<file path="src/rtl/tx_pkg.sv">
// Shared types and constants for the 802.11a TX DATA-field scrambler sequencer.
// The scrambler is x^7 + x^4 + 1. The sequencer reloads it with SCR_SEED at the start of every frame.
package tx_pkg;

  typedef enum logic [2:0] {
    IDLE,
    INIT,
    SERVICE,
    PSDU,
    TAIL,
    PAD,
    DONE
  } phase_t;

  localparam int SERVICE_BITS = 16;
  localparam int TAIL_BITS    = 6;

  localparam logic [6:0] SCR_SEED = 7'b1011101;

  localparam int NDBPS_NUM = 8;
  localparam int NDBPS_LEGAL [NDBPS_NUM] = '{24, 36, 48, 72, 96, 144, 192, 216};

  function automatic bit ndbps_is_legal(input int n);
    bit ok;
    ok = 1'b0;
    for (int i = 0; i < NDBPS_NUM; i++) begin
      if (NDBPS_LEGAL[i] == n) ok = 1'b1;
    end
    return ok;
  endfunction

endpackage

</file>
<file path="src/rtl/tx_scramble_ctrl_if.sv">
// Single-bit valid/ready stream with an end-of-field marker.
// The master drives vld/dat/last. The slave drives rdy.
interface tx_scramble_ctrl_if;
  logic vld;
  logic dat;
  logic last;
  logic rdy;

  modport master (output vld, dat, last, input rdy);
  modport slave  (input vld, dat, last, output rdy);
endinterface

</file>
<file path="src/rtl/tx_scramble_ctrl.sv">
// Sequences SERVICE/PSDU/TAIL/PAD through the scrambler to form one 802.11a DATA field.
// Outputs are decoded combinationally from state. In PSDU, src and enc handshake in pass-through.
module tx_scramble_ctrl
  import tx_pkg::*;
#(
  parameter int N_DBPS = 24,
  parameter int LEN_W  = 12
) (
  input  logic             clk,
  input  logic             reset,
  input  logic             start,
  input  logic [LEN_W-1:0] psdu_len,
  output logic             busy,
  output logic             done,
  tx_scramble_ctrl_if.slave  src,
  tx_scramble_ctrl_if.master enc,
  output logic             scr_init,
  output logic             scr_en,
  output logic             scr_din,
  input  logic             scr_dout
);

  localparam int CNT_W = LEN_W + 3;
  localparam int SYM_W = (N_DBPS > 1) ? $clog2(N_DBPS) : 1;

  localparam logic [CNT_W-1:0] SVC_LAST  = CNT_W'(SERVICE_BITS - 1);
  localparam logic [CNT_W-1:0] TAIL_LAST = CNT_W'(TAIL_BITS - 1);
  localparam logic [SYM_W-1:0] SYM_LAST  = SYM_W'(N_DBPS - 1);

  phase_t           state;
  phase_t           state_nxt;
  logic [CNT_W-1:0] phase_cnt;
  logic [CNT_W-1:0] len_bits;
  logic [SYM_W-1:0] sym_cnt;
  logic             xfer;
  logic             sym_wrap;
  logic             phase_end;

  assign xfer     = enc.vld & enc.rdy;
  assign sym_wrap = (sym_cnt == SYM_LAST);
  assign scr_en   = xfer;

  always_ff @(posedge clk) begin
    if (reset) begin
      state <= IDLE;
    end else begin
      state <= state_nxt;
    end
  end

  always_comb begin
    state_nxt = state;
    busy      = 1'b0;
    done      = 1'b0;
    scr_init  = 1'b0;
    scr_din   = 1'b0;
    src.rdy   = 1'b0;
    enc.vld   = 1'b0;
    enc.dat   = 1'b0;
    enc.last  = 1'b0;
    phase_end = 1'b0;

    case (state)
      IDLE: begin
        if (start) state_nxt = INIT;
      end
      INIT: begin
        busy      = 1'b1;
        scr_init  = 1'b1;
        state_nxt = SERVICE;
      end
      SERVICE: begin
        busy      = 1'b1;
        enc.vld   = 1'b1;
        enc.dat   = scr_dout;
        phase_end = (phase_cnt == SVC_LAST);
        if (xfer && phase_end) state_nxt = (len_bits == '0) ? TAIL : PSDU;
      end
      PSDU: begin
        busy      = 1'b1;
        enc.vld   = src.vld;
        src.rdy   = enc.rdy;
        scr_din   = src.dat;
        enc.dat   = scr_dout;
        phase_end = (phase_cnt == len_bits - CNT_W'(1));
        if (xfer && phase_end) state_nxt = TAIL;
      end
      TAIL: begin
        // Tail bits still clock the scrambler, but the encoder must see zeros.
        busy      = 1'b1;
        enc.vld   = 1'b1;
        phase_end = (phase_cnt == TAIL_LAST);
        enc.last  = phase_end && sym_wrap;
        if (xfer && phase_end) state_nxt = sym_wrap ? DONE : PAD;
      end
      PAD: begin
        busy     = 1'b1;
        enc.vld  = 1'b1;
        enc.dat  = scr_dout;
        enc.last = sym_wrap;
        if (xfer && sym_wrap) state_nxt = DONE;
      end
      DONE: begin
        done      = 1'b1;
        state_nxt = IDLE;
      end
      default: state_nxt = IDLE;
    endcase
  end

  always_ff @(posedge clk) begin
    if (reset) begin
      phase_cnt <= '0;
      sym_cnt   <= '0;
      len_bits  <= '0;
    end else begin
      if (state == IDLE && start) len_bits <= {psdu_len, 3'b000};
      if (state == INIT) begin
        phase_cnt <= '0;
        sym_cnt   <= '0;
      end else if (xfer) begin
        phase_cnt <= phase_end ? '0 : phase_cnt + CNT_W'(1);
        sym_cnt   <= sym_wrap ? '0 : sym_cnt + SYM_W'(1);
      end
    end
  end

endmodule

</file>
<file path="src/flat_wrapper.sv">
// flat-port wrapper written by rule: the top's interface ports become plain ports
module tx_scramble_ctrl_flat import tx_pkg::*;
#(
  parameter int N_DBPS = 24,
  parameter int LEN_W  = 12
)
  (clk, reset, start, psdu_len, busy, done, scr_init, scr_en, scr_din, scr_dout, src_vld, src_dat, src_last, src_rdy, enc_vld, enc_dat, enc_last, enc_rdy);
  tx_scramble_ctrl_if src_i ();
  tx_scramble_ctrl_if enc_i ();
  input  logic clk;
  input  logic reset;
  input  logic start;
  input  logic [LEN_W-1:0] psdu_len;
  output logic busy;
  output logic done;
  output logic scr_init;
  output logic scr_en;
  output logic scr_din;
  input  logic scr_dout;
  input wire logic [$bits(src_i.vld)-1:0] src_vld;
  input wire logic [$bits(src_i.dat)-1:0] src_dat;
  input wire logic [$bits(src_i.last)-1:0] src_last;
  output wire logic [$bits(src_i.rdy)-1:0] src_rdy;
  output wire logic [$bits(enc_i.vld)-1:0] enc_vld;
  output wire logic [$bits(enc_i.dat)-1:0] enc_dat;
  output wire logic [$bits(enc_i.last)-1:0] enc_last;
  input wire logic [$bits(enc_i.rdy)-1:0] enc_rdy;
  assign src_i.vld = src_vld;
  assign src_i.dat = src_dat;
  assign src_i.last = src_last;
  assign src_rdy = src_i.rdy;
  assign enc_vld = enc_i.vld;
  assign enc_dat = enc_i.dat;
  assign enc_last = enc_i.last;
  assign enc_i.rdy = enc_rdy;
  tx_scramble_ctrl #(.N_DBPS(N_DBPS), .LEN_W(LEN_W)) u_core (.clk(clk), .reset(reset), .start(start), .psdu_len(psdu_len), .busy(busy), .done(done), .src(src_i), .enc(enc_i), .scr_init(scr_init), .scr_en(scr_en), .scr_din(scr_din), .scr_dout(scr_dout));
endmodule
</file>
<file path="config.mk">
export PLATFORM = sky130hd
export DESIGN_NAME = tx_scramble_ctrl_flat
export DESIGN_NICKNAME = d
export VERILOG_FILES = /design/src/rtl/tx_pkg.sv /design/src/rtl/tx_scramble_ctrl_if.sv /design/src/rtl/tx_scramble_ctrl.sv /design/src/flat_wrapper.sv
export SDC_FILE = /design/constraint.sdc
export NUM_CORES = 1
export LEC_CHECK = 0
export CORE_MARGIN = 2
export CORE_UTILIZATION = 63
export DETAILED_ROUTE_END_ITERATION = 7
export DONT_BUFFER_PORTS = 1
export PLACE_DENSITY = 0.79
export SYNTH_ARGS = -nofsm -noshare
export SYNTH_HDL_FRONTEND = slang
export SYNTH_SLANG_ARGS = --single-unit
export TNS_END_PERCENT = 20
</file>
<file path="constraint.sdc">
create_clock -name clk -period 2.5 [get_ports clk]
set_clock_uncertainty 0.1 [all_clocks]
set_input_delay 0.25 -clock clk [delete_from_list [all_inputs] [get_ports clk]]
set_output_delay 0.25 -clock clk [all_outputs]
set_load 0.05 [all_outputs]
</file>
==> impl_metrics.py <==
metrics = {
    "timing": {
        "setup_viol": 0,
        "hold_violations": 0,
        "worst_pin_slew_ps": 501,
        "drv_slew": 0,
        "rsz0062_at_grt": "no",
        "slew_headroom_pct": 66.7,
        "whs_ps": 9.60,
        "fmax_mhz": 419,
        "fin_setup_tns_ps": 0,
        "fin_crit_ps": 2390,
        "min_period_over_period_pct": 95.5,
        "layout_setup_ws_ps": 113,
    },
    "die": {
        "rows": 22,
        "die-area_um2": 4210,
        "die-width_um": 64.9,
        "io_pins": 29,
        "die_h_um": 64.9,
        "core_um2": 3610,
        "start_util_pct": 64.8,
    },
    "layout": {
        "diodes": 0,
        "nFillCells": 296,
        "final_nets": 329,
        "fin_area_um2": 2680,
        "stdcell_count": 354,
        "layout-drive-gt1-share_pct": 13.7,
        "area_delta_synth_final_pct": 14.6,
    },
    "pwr": {
        "irDropWorstVdd_uv": 500,
        "power.leakage_nw": 1.03,
        "power_density_nw_per_um2": 853,
    },
    "grt": {
        "grt_pass1_vias": 1988,
        "grt_start_max_net_pins": 14,
        "grt.total_usage_pct": 26.1,
        "grt_pass1_wl_um": 8620,
        "overflow": 0,
        "antenna_found_initial": 0,
    },
    "cts": {
        "cts_buffers": 5,
        "cts.reportedPaths.clkPinSlew_ps": 70,
        "cts-hold-fix-buffers": 12,
        "cts_tree": "built",
        "clock_sinks": 35,
        "cts_setup_buffers": 0,
        "cts_root_buffer": "clkbuf_8",
        "htree_levels": 2,
        "clock_latency_ps": 290,
        "clock_path_buffers": 2,
        "cts_resized": 0,
    },
    "yosys": {
        "async_flop_share_pct": 0,
        "ys.flop_type": "dfxtp_1",
        "syn_inst": 288,
        "ys_warn_count": 0,
        "synth_cell_types": 52,
        "ys_ff_latch": 35,
        "synth_area_per_cell_um2": 8.12,
        "ys_seq_area_share_pct": 30.0,
        "synth_area_um2": 2340,
        "synth_edf_count": 0,
        "synth.net_count": 312,
    },
    "worst_setup_path": {
        "critPathRequiredTime_ps": 2150,
        "critical_path_class": "flop to output port",
        "critPathCaptureType": "output port",
        "crit_chain": "and2b_1 > a21o_1 > nand2_1 > inv_1 > buf_4 > buf_4",
        "startpoint": "u_core.state[1]",
        "cpPeakStageDelay_ps": 520,
        "critPathSlowestCell": "dfxtp_1",
        "r2r_start": "u_core.len_bits[5]",
        "r2r_cells": 6,
        "cp-endpoint": "scr_en",
        "critPathLaunchType": "flop",
        "r2r_slack_ps": 190,
        "crit_arrival_ps": 2040,
        "r2r-end": "u_core.state[0]",
        "crit_top_cell": "buf_4",
        "crit_fanout": 13,
    },
    "detailed_routing": {
        "routed_wl_um": 5050,
        "highest_layer": "met4",
        "wl_met1_um": 2210,
        "drt_iter0_markers": 69,
        "first_pass_iters": 4,
        "wl_met3_um": 230,
        "drc": 0,
        "wl_per_cell_um": 14.3,
        "drtAntennaViolNets": 0,
        "met2_wirelength_um": 2520,
        "vias": 2057,
        "routed_via_density": 5.81,
    },
    "place": {
        "place_ws_ps": 218,
        "port_buffers": 0,
        "dp.cells": 334,
        "placed_area_um2": 2440,
        "gp_congestion": 0.888,
        "dpl.hpwl_um": 3740,
    },
    "min_path": {
        "min_path_type": "input pin to flop",
    },
    "status": {
        "status": "completed",
    },
    "flow_run": {
        "cap_violations": 0,
    },
}
report_power, final:
group | switching [mW] | internal, mW | total [mW]
clock | 0.216 | 0.297 | 0.512
combinational | 0.652 | 0.400 | 1.05
sequential | 0.100 | 0.619 | 0.719
total | 0.968 | 1.32 | 2.28
per-layer routing:
| metal | vias up | GRT usage (%) |
|---|---|---|
| li1 | 1053 | - |
| met1 | 948 | 30.8 |
| met2 | 48 | 46.1 |
| met3 | 8 | 5.90 |
| met4 | 0 | 9.31 |
| met5 | - | 0 |
registers in the layout, summed over array words and instances (netlist names):
register,cells
u_core.sym_cnt,5
u_core.phase_cnt,15
u_core.len_bits,12
u_core.state,3
worst max-delay path: cells and delay by family (launching register included):
kind,cells,cell delay (ps)
simple gates,2,480
compound gates,1,220
buf+inv,3,530
flops,1,520
synth_stat cells (2+ instances only):
cell	instances	area, um^2
nor3_2	10	100
nor2b_1	3	18.8
and3_1	7	43.8
o21bai_1	2	15.0
nand2_1	39	146
xor2_1	14	123
buf_2	3	15.0
nand2b_1	4	25.0
and2b_1	2	15.0
nand3_1	9	45.0
nor4_4	4	85.1
a21oi_1	21	105
a211o_1	4	35.0
xnor2_1	17	149
nand4b_1	2	17.5
nor4_1	5	31.3
a31oi_1	2	12.5
ha_1	4	50.1
nand4_1	7	43.8
inv_1	9	33.8
clkbuf_1	10	37.5
a32oi_1	2	17.5
a311o_1	2	20.0
mux2i_1	4	40.0
o21ai_1	2	10.0
a21o_1	2	15.0
dfxtp_1	35	701
nor2_1	24	90.1
and2_1	4	25.0
o21ai_0	6	30.0
nor3_1	8	40.0
layout by cell type, fill, tap and decap left out, types with 5 or more instances in the layout:
cell,netlist,final
nor2_1,24,24
nor4_1,5,5
inv_1,9,9
dlygate4sd3_1,0,12
buf_4,1,13
nor3_2,10,10
dfxtp_1,35,35
nand3_1,9,9
clkbuf_8,0,5
xor2_1,14,14
and3_1,7,7
nor3_1,8,8
xnor2_1,17,17
nand4_1,7,7
a21oi_1,21,21
nand2_1,39,39
o21ai_0,6,5
worst min-delay path by stage:
stage / depth (start not counted) / from / to / slack, ps
detailed placement: 1 / reset / u_core.len_bits[8] / 220
CTS: 2 / reset / u_core.state[2] / 6
floorplan: 2 / psdu_len[11] / u_core.len_bits[14] / 290
global placement: 1 / reset / u_core.len_bits[3] / 220
finish: 2 / psdu_len[0] / u_core.len_bits[3] / 10
global route: 2 / reset / u_core.state[2] / 10
final cells by class:
class	count	area, um^2	share of cell area [%]
inverter	9	33.8	1.26
sequential	35	701	26.2
clock buffer	5	68.8	2.57
clock inverter	3	43.8	1.64
timing repair buffer	26	238	8.88
tap	48	60.1	2.24
multi-input combinational	228	1530	57.2
kinds of logic after synthesis:
group	count (synthesis)	synth area share [%]
AOI/OAI and AO/OA	50	14.1
xor gates and xnor gates	31	11.6
adders and majority gates	4	2.14
buffers and inverters	25	4.66
DFF	35	30.0
muxes	4	1.71
and+or+nand+nor	139	35.8
stage by stage:
stage / utilization [%] / power, mW
after CTS: 74.3 / 2.29
after detailed placement: 67.8 / 1.75
after global placement: 67.8 / 1.73
final: 74.3 / 2.28
after floorplan: - / 1.54
after global routing: 74.3 / 2.42
Power figures use the tool's default switching activity.
